==> src/rtl/mem_arbiter_if.sv <==
// Request, response and RAM-port signals shared between mem_arbiter and its environment.
// The slave modport is the arbiter's view; master is the view of whoever drives it.
interface mem_arbiter_if #(
  parameter int W = 64
);
  logic          i_if_req;
  logic [W-1:0]  i_if_pc;
  logic          o_if_gnt;
  logic          o_if_rvalid;
  logic [31:0]   o_if_ins;
  logic          o_if_err;

  logic          i_ls_req;
  logic          i_ls_wen;
  logic [W-1:0]  i_ls_addr;
  logic [W-1:0]  i_ls_wdata;
  logic [W-1:0]  i_ls_wmask;
  logic          o_ls_gnt;
  logic          o_ls_rvalid;
  logic [W-1:0]  o_ls_rdata;
  logic          o_ls_err;

  logic          o_ram_en;
  logic [W-1:0]  o_ram_ridx;
  logic [W-1:0]  i_ram_rdata;
  logic [W-1:0]  o_ram_widx;
  logic [W-1:0]  o_ram_wdata;
  logic [W-1:0]  o_ram_wmask;
  logic          o_ram_wen;

  modport slave (
    input  i_if_req, i_if_pc,
    output o_if_gnt, o_if_rvalid, o_if_ins, o_if_err,
    input  i_ls_req, i_ls_wen, i_ls_addr, i_ls_wdata, i_ls_wmask,
    output o_ls_gnt, o_ls_rvalid, o_ls_rdata, o_ls_err,
    output o_ram_en, o_ram_ridx, o_ram_widx, o_ram_wdata, o_ram_wmask, o_ram_wen,
    input  i_ram_rdata
  );

  modport master (
    output i_if_req, i_if_pc,
    input  o_if_gnt, o_if_rvalid, o_if_ins, o_if_err,
    output i_ls_req, i_ls_wen, i_ls_addr, i_ls_wdata, i_ls_wmask,
    input  o_ls_gnt, o_ls_rvalid, o_ls_rdata, o_ls_err,
    input  o_ram_en, o_ram_ridx, o_ram_widx, o_ram_wdata, o_ram_wmask, o_ram_wen,
    output i_ram_rdata
  );
endinterface

==> src/rtl/mem_arbiter.sv <==
// Shares one single-port RAM between instruction fetch and load/store, LSU-first with an
// IF starvation guard; each grant is answered exactly one cycle later from the owner register.
module mem_arbiter #(
  parameter int              CPU_WIDTH    = 64,
  parameter logic [63:0]     PC_START     = 64'h8000_0000,
  parameter int              STARVE_LIMIT = 4
) (
  input  logic          i_clk,
  input  logic          i_rst_n,
  mem_arbiter_if.slave  bus
);
  typedef enum logic [1:0] {OWN_NONE, OWN_IF, OWN_LS} owner_t;

  localparam logic [3:0]           LIMIT = 4'(STARVE_LIMIT);
  localparam logic [CPU_WIDTH-1:0] BASE  = CPU_WIDTH'(PC_START);

  owner_t               r_owner;
  logic [3:0]           r_starve_cnt;
  logic                 r_fault;
  logic                 r_pc2;
  logic                 r_wen;

  owner_t               w_owner_next;
  logic [3:0]           w_starve_next;
  logic                 w_fault_next;
  logic                 w_if_gnt;
  logic                 w_ls_gnt;
  logic                 w_if_fault;
  logic                 w_ls_fault;
  logic [CPU_WIDTH-1:0] w_addr;
  logic [CPU_WIDTH-1:0] w_idx;

  assign w_if_fault = (bus.i_if_pc < BASE) || (bus.i_if_pc[1:0] != 2'b00);
  assign w_ls_fault = (bus.i_ls_addr < BASE);
  assign w_addr     = w_if_gnt ? bus.i_if_pc : bus.i_ls_addr;
  assign w_idx      = (w_addr - BASE) >> 3;

  always_ff @(posedge i_clk or negedge i_rst_n) begin
    if (!i_rst_n) begin
      r_owner      <= OWN_NONE;
      r_starve_cnt <= '0;
      r_fault      <= 1'b0;
      r_pc2        <= 1'b0;
      r_wen        <= 1'b0;
    end else begin
      r_owner      <= w_owner_next;
      r_starve_cnt <= w_starve_next;
      r_fault      <= w_fault_next;
      r_pc2        <= w_if_gnt & bus.i_if_pc[2];
      r_wen        <= w_ls_gnt & bus.i_ls_wen;
    end
  end

  always_comb begin
    w_if_gnt      = 1'b0;
    w_ls_gnt      = 1'b0;
    w_starve_next = '0;
    w_owner_next  = OWN_NONE;
    w_fault_next  = 1'b0;

    // Contested cycles let LSU win until IF has lost LIMIT times in a row.
    if (bus.i_ls_req && bus.i_if_req) begin
      if (r_starve_cnt < LIMIT) begin
        w_ls_gnt      = 1'b1;
        w_starve_next = r_starve_cnt + 4'd1;
      end else begin
        w_if_gnt      = 1'b1;
      end
    end else if (bus.i_ls_req) begin
      w_ls_gnt = 1'b1;
    end else if (bus.i_if_req) begin
      w_if_gnt = 1'b1;
    end

    if (w_if_gnt) begin
      w_owner_next = OWN_IF;
      w_fault_next = w_if_fault;
    end else if (w_ls_gnt) begin
      w_owner_next = OWN_LS;
      w_fault_next = w_ls_fault;
    end
  end

  assign bus.o_if_gnt    = w_if_gnt;
  assign bus.o_ls_gnt    = w_ls_gnt;
  assign bus.o_ram_en    = (w_if_gnt && !w_if_fault) ||
                           (w_ls_gnt && !bus.i_ls_wen && !w_ls_fault);
  assign bus.o_ram_wen   = w_ls_gnt && bus.i_ls_wen && !w_ls_fault;
  assign bus.o_ram_ridx  = w_idx;
  assign bus.o_ram_widx  = w_idx;
  assign bus.o_ram_wdata = bus.i_ls_wdata;
  assign bus.o_ram_wmask = bus.i_ls_wmask;

  always_comb begin
    bus.o_if_rvalid = (r_owner == OWN_IF);
    bus.o_if_err    = (r_owner == OWN_IF) && r_fault;
    bus.o_ls_rvalid = (r_owner == OWN_LS);
    bus.o_ls_err    = (r_owner == OWN_LS) && r_fault;
    bus.o_if_ins    = '0;
    bus.o_ls_rdata  = '0;
    if (r_owner == OWN_IF && !r_fault) begin
      bus.o_if_ins = r_pc2 ? bus.i_ram_rdata[CPU_WIDTH-1:CPU_WIDTH-32] : bus.i_ram_rdata[31:0];
    end
    if (r_owner == OWN_LS && !r_fault && !r_wen) begin
      bus.o_ls_rdata = bus.i_ram_rdata;
    end
  end
endmodule

==> src/flat_wrapper.sv <==
// flat-port wrapper written by rule: the top's interface ports become plain ports
module mem_arbiter_flat 
#(
  parameter int              CPU_WIDTH    = 64,
  parameter logic [63:0]     PC_START     = 64'h8000_0000,
  parameter int              STARVE_LIMIT = 4
)
  (i_clk, i_rst_n, bus_i_if_req, bus_i_if_pc, bus_o_if_gnt, bus_o_if_rvalid, bus_o_if_ins, bus_o_if_err, bus_i_ls_req, bus_i_ls_wen, bus_i_ls_addr, bus_i_ls_wdata, bus_i_ls_wmask, bus_o_ls_gnt, bus_o_ls_rvalid, bus_o_ls_rdata, bus_o_ls_err, bus_o_ram_en, bus_o_ram_ridx, bus_o_ram_widx, bus_o_ram_wdata, bus_o_ram_wmask, bus_o_ram_wen, bus_i_ram_rdata);
  mem_arbiter_if #(.W(64)) bus_i ();
  input  logic i_clk;
  input  logic i_rst_n;
  input wire logic [$bits(bus_i.i_if_req)-1:0] bus_i_if_req;
  input wire logic [$bits(bus_i.i_if_pc)-1:0] bus_i_if_pc;
  output wire logic [$bits(bus_i.o_if_gnt)-1:0] bus_o_if_gnt;
  output wire logic [$bits(bus_i.o_if_rvalid)-1:0] bus_o_if_rvalid;
  output wire logic [$bits(bus_i.o_if_ins)-1:0] bus_o_if_ins;
  output wire logic [$bits(bus_i.o_if_err)-1:0] bus_o_if_err;
  input wire logic [$bits(bus_i.i_ls_req)-1:0] bus_i_ls_req;
  input wire logic [$bits(bus_i.i_ls_wen)-1:0] bus_i_ls_wen;
  input wire logic [$bits(bus_i.i_ls_addr)-1:0] bus_i_ls_addr;
  input wire logic [$bits(bus_i.i_ls_wdata)-1:0] bus_i_ls_wdata;
  input wire logic [$bits(bus_i.i_ls_wmask)-1:0] bus_i_ls_wmask;
  output wire logic [$bits(bus_i.o_ls_gnt)-1:0] bus_o_ls_gnt;
  output wire logic [$bits(bus_i.o_ls_rvalid)-1:0] bus_o_ls_rvalid;
  output wire logic [$bits(bus_i.o_ls_rdata)-1:0] bus_o_ls_rdata;
  output wire logic [$bits(bus_i.o_ls_err)-1:0] bus_o_ls_err;
  output wire logic [$bits(bus_i.o_ram_en)-1:0] bus_o_ram_en;
  output wire logic [$bits(bus_i.o_ram_ridx)-1:0] bus_o_ram_ridx;
  output wire logic [$bits(bus_i.o_ram_widx)-1:0] bus_o_ram_widx;
  output wire logic [$bits(bus_i.o_ram_wdata)-1:0] bus_o_ram_wdata;
  output wire logic [$bits(bus_i.o_ram_wmask)-1:0] bus_o_ram_wmask;
  output wire logic [$bits(bus_i.o_ram_wen)-1:0] bus_o_ram_wen;
  input wire logic [$bits(bus_i.i_ram_rdata)-1:0] bus_i_ram_rdata;
  assign bus_i.i_if_req = bus_i_if_req;
  assign bus_i.i_if_pc = bus_i_if_pc;
  assign bus_o_if_gnt = bus_i.o_if_gnt;
  assign bus_o_if_rvalid = bus_i.o_if_rvalid;
  assign bus_o_if_ins = bus_i.o_if_ins;
  assign bus_o_if_err = bus_i.o_if_err;
  assign bus_i.i_ls_req = bus_i_ls_req;
  assign bus_i.i_ls_wen = bus_i_ls_wen;
  assign bus_i.i_ls_addr = bus_i_ls_addr;
  assign bus_i.i_ls_wdata = bus_i_ls_wdata;
  assign bus_i.i_ls_wmask = bus_i_ls_wmask;
  assign bus_o_ls_gnt = bus_i.o_ls_gnt;
  assign bus_o_ls_rvalid = bus_i.o_ls_rvalid;
  assign bus_o_ls_rdata = bus_i.o_ls_rdata;
  assign bus_o_ls_err = bus_i.o_ls_err;
  assign bus_o_ram_en = bus_i.o_ram_en;
  assign bus_o_ram_ridx = bus_i.o_ram_ridx;
  assign bus_o_ram_widx = bus_i.o_ram_widx;
  assign bus_o_ram_wdata = bus_i.o_ram_wdata;
  assign bus_o_ram_wmask = bus_i.o_ram_wmask;
  assign bus_o_ram_wen = bus_i.o_ram_wen;
  assign bus_i.i_ram_rdata = bus_i_ram_rdata;
  mem_arbiter #(.CPU_WIDTH(CPU_WIDTH), .PC_START(PC_START), .STARVE_LIMIT(STARVE_LIMIT)) u_core (.i_clk(i_clk), .i_rst_n(i_rst_n), .bus(bus_i));
endmodule
==> config.mk <==
export PLATFORM = sky130hd
export DESIGN_NAME = mem_arbiter_flat
export DESIGN_NICKNAME = d
export VERILOG_FILES = /design/src/rtl/mem_arbiter_if.sv /design/src/rtl/mem_arbiter.sv /design/src/flat_wrapper.sv
export SDC_FILE = /design/constraint.sdc
export NUM_CORES = 1
export LEC_CHECK = 0
export CORE_AREA = 3 3 267 269
export CTS_BUF_LIST = sky130_fd_sc_hd__clkbuf_8
export DETAILED_ROUTE_END_ITERATION = 16
export DIE_AREA = 0 0 270 272
export MAX_ROUTING_LAYER = met4
export SLEW_MARGIN = 10
export SYNTH_ARGS = -nofsm -noshare
export SYNTH_HDL_FRONTEND = slang
export SYNTH_SLANG_ARGS = --single-unit
==> constraint.sdc <==
create_clock -name i_clk -period 5 [get_ports i_clk]
set_input_delay 0.75 -clock i_clk [delete_from_list [all_inputs] [get_ports i_clk]]
set_output_delay 0.75 -clock i_clk [all_outputs]
set_load 0.02 [all_outputs]
==> run_summary.xml <==
<?xml version="1.0" encoding="UTF-8"?>
<metrics>
  <group name="outcome">
    <metric name="outcome" unit="">completed</metric>
  </group>
  <group name="global_route">
    <metric name="number_of_global_route_vias_before_repair" unit="">5856</metric>
    <metric name="antenna_violations_before_repair" unit="">6</metric>
    <metric name="grt_max_degree" unit="">67</metric>
    <metric name="global_route.usage.met1" unit="%">10.6</metric>
    <metric name="grtUsageMet2" unit="%">18.0</metric>
    <metric name="overflow" unit="">0</metric>
    <metric name="aggregate_global_route_resource_usage" unit="%">10.5</metric>
    <metric name="grt.met3_usage" unit="%">6.86</metric>
    <metric name="globalRoute.busiestLayer" unit="">met2</metric>
    <metric name="grt_first_pass_wirelength" unit="um">51700</metric>
  </group>
  <group name="yosys">
    <metric name="warnings_synthesis" unit="">0</metric>
    <metric name="edff_count_synth" unit="">0</metric>
    <metric name="synth.area.top_cells" unit="">sky130_fd_sc_hd__buf_4, sky130_fd_sc_hd__mux2i_1, sky130_fd_sc_hd__and2_1</metric>
    <metric name="dominantRegCellSynth" unit="">sky130_fd_sc_hd__dfrtp_1</metric>
    <metric name="synth_area_per_cell" unit="um^2">6.71</metric>
    <metric name="synth_area" unit="um^2">4690</metric>
    <metric name="async_flop_share" unit="%">100</metric>
    <metric name="postSynthCellCount" unit="">699</metric>
    <metric name="synth_largest_type_area_fraction" unit="%">31.4</metric>
    <metric name="synth.largest_area_cell" unit="">sky130_fd_sc_hd__buf_4</metric>
    <metric name="synth_cell_type_count" unit="">52</metric>
    <metric name="synth.ff_latch_count" unit="">9</metric>
    <metric name="synth.yosys.seq_area_share" unit="%">4.80</metric>
  </group>
  <group name="timing">
    <metric name="rsz0062_at_grt" unit="">false</metric>
    <metric name="setup_total_negative_slack" unit="ps">0</metric>
    <metric name="timing.fmax" unit="MHz">212</metric>
    <metric name="fin_skew" unit="ps">4.73</metric>
    <metric name="final_critical_delay_including_setup_and_external_delays" unit="ps">4710</metric>
    <metric name="timing.final.max_slew_violations" unit="">0</metric>
    <metric name="tightest_slew" unit="ps">706</metric>
    <metric name="setup_viol_count_final" unit="">0</metric>
    <metric name="hold_viol" unit="">0</metric>
    <metric name="final.period_utilization" unit="%">94.1</metric>
    <metric name="worst_slack" unit="ps">293</metric>
    <metric name="relSlewSlack" unit="%">52.6</metric>
  </group>
  <group name="power">
    <metric name="power" unit="mW">1.01</metric>
    <metric name="power.sequential.fraction" unit="%">8.6</metric>
    <metric name="netSwitchingFraction" unit="%">46.4</metric>
    <metric name="power.clock.fraction" unit="%">8.0</metric>
    <metric name="netSwitchingPower" unit="uW">468</metric>
    <metric name="power.share.combinational" unit="%">83.4</metric>
    <metric name="cellPowerDensity" unit="nW/um^2">115</metric>
    <metric name="power_leakage" unit="nW">3.21</metric>
    <metric name="vdd_drop_max" unit="uV">78.3</metric>
    <metric name="internal_power" unit="uW">541</metric>
  </group>
  <group name="detailed_routing">
    <metric name="iteration_0_drc_markers" unit="">163</metric>
    <metric name="drt_drc_violations_left" unit="">0</metric>
    <metric name="drt_pass1_iterations" unit="">5</metric>
    <metric name="viasPerCell" unit="">3.02</metric>
    <metric name="finalWirelength" unit="um">40000</metric>
    <metric name="route.antenna.remaining_nets" unit="">0</metric>
    <metric name="drt-wirelength-per-cell" unit="um">21.4</metric>
    <metric name="dr_total_vias" unit="">5644</metric>
  </group>
  <group name="setup_path">
    <metric name="critPathCaptureType" unit="">primary output</metric>
    <metric name="ordered_cell_list_for_the_critical_path" unit="">clkdlybuf4s50_1, or3b_1, nand2_4, clkinv_2, buf_4, buf_4, or3_1, a21boi_2, xnor2_1, buf_4, clkdlybuf4s50_1</metric>
    <metric name="worstReg2RegStart" unit="">u_core.r_starve_cnt[2]</metric>
    <metric name="reg2reg_setup_slack" unit="ps">3000</metric>
    <metric name="timing.critical_path.mode_cell" unit="">sky130_fd_sc_hd__buf_4</metric>
    <metric name="r2r_cells" unit="">6</metric>
    <metric name="crit_path_max_fanout" unit="">41</metric>
    <metric name="timing_worst_setup_path_type" unit="">input pin to primary output</metric>
    <metric name="capture_point_of_the_worst_reg_to_reg_path" unit="">u_core.r_wen</metric>
    <metric name="worst_ep_required_time" unit="ps">4250</metric>
    <metric name="worst_ep_arrival_time" unit="ps">3960</metric>
    <metric name="critPathLaunchType" unit="">input pin</metric>
    <metric name="worst_path_max_delay_cell" unit="">sky130_fd_sc_hd__clkdlybuf4s50_1</metric>
    <metric name="timing.critical_path.slowest_cell_delay" unit="ps">610</metric>
  </group>
  <group name="placed_design">
    <metric name="detailedPlacementHpwl" unit="um">35900</metric>
    <metric name="buffers_on_ports" unit="">419</metric>
    <metric name="routabilityCongestion" unit="">0.932</metric>
    <metric name="dpl_worst_slack" unit="ps">50.3</metric>
    <metric name="post-place-cells" unit="">1864</metric>
  </group>
  <group name="clock_network">
    <metric name="clock_tree.buffer_depth" unit="">2</metric>
    <metric name="path_clk_slew" unit="ps">50</metric>
    <metric name="worstSkewPairLatency" unit="ps">230</metric>
    <metric name="cts_hold_buf" unit="">0</metric>
    <metric name="root_buffer" unit="">sky130_fd_sc_hd__clkbuf_8</metric>
    <metric name="clock_sink_count" unit="">9</metric>
    <metric name="cts_buffers" unit="">3</metric>
    <metric name="cts_tree" unit="">done</metric>
    <metric name="htreeDepth" unit="">1</metric>
  </group>
  <group name="floorplanning">
    <metric name="coreArea" unit="um^2">68800</metric>
    <metric name="core.rowCount" unit="">96</metric>
    <metric name="die_height" unit="um">272</metric>
    <metric name="ios" unit="">685</metric>
    <metric name="initial_core_util" unit="%">6.82</metric>
    <metric name="chipWidth" unit="um">270</metric>
    <metric name="dieArea" unit="um^2">73400</metric>
  </group>
  <group name="finish">
    <metric name="finish.net_count" unit="">1265</metric>
    <metric name="final-instance-count-excl-fill" unit="">1870</metric>
    <metric name="layout.cells.most_common_list" unit="">sky130_fd_sc_hd__clkdlybuf4s50_1, sky130_fd_sc_hd__nand2_1, sky130_fd_sc_hd__and2_1</metric>
    <metric name="layout_commonest_cell" unit="">sky130_fd_sc_hd__clkdlybuf4s50_1</metric>
    <metric name="drive_gt1_share" unit="%">6.72</metric>
    <metric name="fillCellCount" unit="">7993</metric>
    <metric name="seq_area" unit="um^2">226</metric>
    <metric name="multi_input_area" unit="um^2">2880</metric>
    <metric name="post_synthesis_to_final_layout_area_growth" unit="%">87.1</metric>
    <metric name="final_core_utilization" unit="%">12.8</metric>
  </group>
  <group name="hold_path">
    <metric name="hold_path_end" unit="">u_core.r_starve_cnt[0]</metric>
    <metric name="hold_path.class" unit="">flop to flop</metric>
    <metric name="hold-path-cell-count" unit="">1</metric>
    <metric name="hold_path.startpoint" unit="">u_core.r_starve_cnt[0]</metric>
  </group>
  <group name="run">
    <metric name="drv_cap" unit="">0</metric>
  </group>
</metrics>
[cells in the mapped netlist, types with 3 or more instances]
| cell | number |
|---|---|
| sky130_fd_sc_hd__nand2_1 | 109 |
| sky130_fd_sc_hd__nor2_1 | 58 |
| sky130_fd_sc_hd__o22ai_1 | 3 |
| sky130_fd_sc_hd__dfrtp_1 | 9 |
| sky130_fd_sc_hd__nand3_1 | 3 |
| sky130_fd_sc_hd__buf_2 | 4 |
| sky130_fd_sc_hd__or4_1 | 5 |
| sky130_fd_sc_hd__nor3_1 | 22 |
| sky130_fd_sc_hd__buf_1 | 4 |
| sky130_fd_sc_hd__or3_1 | 6 |
| sky130_fd_sc_hd__xnor2_1 | 20 |
| sky130_fd_sc_hd__nor4_1 | 11 |
| sky130_fd_sc_hd__buf_4 | 196 |
| sky130_fd_sc_hd__a21oi_1 | 5 |
| sky130_fd_sc_hd__o21ai_1 | 15 |
| sky130_fd_sc_hd__inv_1 | 5 |
| sky130_fd_sc_hd__nand4_1 | 6 |
| sky130_fd_sc_hd__and2_1 | 67 |
| sky130_fd_sc_hd__xor2_1 | 25 |
| sky130_fd_sc_hd__nor3b_1 | 6 |
| sky130_fd_sc_hd__and3_1 | 4 |
| sky130_fd_sc_hd__nor2b_1 | 4 |
| sky130_fd_sc_hd__mux2i_1 | 57 |
| sky130_fd_sc_hd__nand2b_1 | 3 |
| sky130_fd_sc_hd__clkbuf_1 | 17 |
[flip-flops by register name, summed over array words and instances, names as in the netlist]
name / cells
u_core.r_fault: 1
u_core.r_owner: 2
u_core.r_pc2: 1
u_core.r_starve_cnt: 4
u_core.r_wen: 1
[cells by family (layout without fill, tap and decap cells)]
| logic type | count (synthesis) | in the layout | synth area share, % |
|---|---|---|---|
| AND/OR/NAND/NOR | 321 | 321 | 35.0 |
| buffers and inverters | 228 | 460 | 34.4 |
| multiplexers | 57 | 57 | 12.2 |
| XOR/XNOR | 45 | 45 | 8.40 |
| AO/OA/AOI/OAI | 36 | 36 | 4.67 |
| flip-flops | 9 | 9 | 4.80 |
| adder cells (fa/ha/maj) | 2 | 2 | 0.533 |
| other | 1 | 9 | 0.0799 |
[timing repair]
action | CTS | global route
hold endpoints to repair | 0 | 0
setup buffers | 0 | 0
gates resized for setup | 1 | 13
setup endpoints to repair | 2 | 13
[layer usage]
layer  wire (um)  vias to the layer above
li1            -                     2571
met5           0                        -
met1       14400                     2542
met2       19100                      527
met3        6450                        4
met4          19                        0
[power by group through the flow]
stage / clock [mW] / sequential [mW] / combinational [mW]
global placement: 0 / 0.0877 / 0.855
detailed placement: 0 / 0.0878 / 0.852
floorplan: 0 / 0.0785 / 0.547
CTS: 0.0822 / 0.0867 / 0.857
finish: 0.0807 / 0.0863 / 0.842
global route: 0.0871 / 0.0871 / 0.892
[final cells by class]
cell class,count,share of cell area [%]
inverter,6,0.271
sequential,9,2.58
clock inverter,1,0.0427
multi-input combinational,468,32.8
tap,931,13.3
timing repair buffer,450,50.5
clock buffer,3,0.470
antenna,2,0.0570
[critical path: cells and delay by family]
family | cells | cell delay (ps)
buf+inv | 6 | 1920
xor+xnor | 1 | 120
compound gates | 1 | 160
simple gates | 3 | 970
[worst max-delay path by stage]
stage,slack [ps],cells past startpoint,end,from
4_1_cts,2,13,bus_o_ram_widx[50],bus_i_ls_req
6_report,290,11,bus_o_ram_ridx[47],bus_i_ls_req
3_5_place_dp,50,13,bus_o_ram_ridx[50],bus_i_ls_req
5_1_grt,50,14,bus_o_ram_ridx[50],bus_i_ls_req
2_1_floorplan,380,13,bus_o_ram_widx[58],bus_i_ls_req
3_3_place_gp,80,13,bus_o_ram_ridx[50],bus_i_ls_req
[through the flow]
stage | hold WS (ps) | cell area, um^2
floorplan | 415 | 4720
global placement | 435 | 8700
detailed placement | 443 | 8700
CTS | 449 | 8740
global route | 477 | 8780
finish | 452 | 8780
Power figures use the tool's default switching activity.
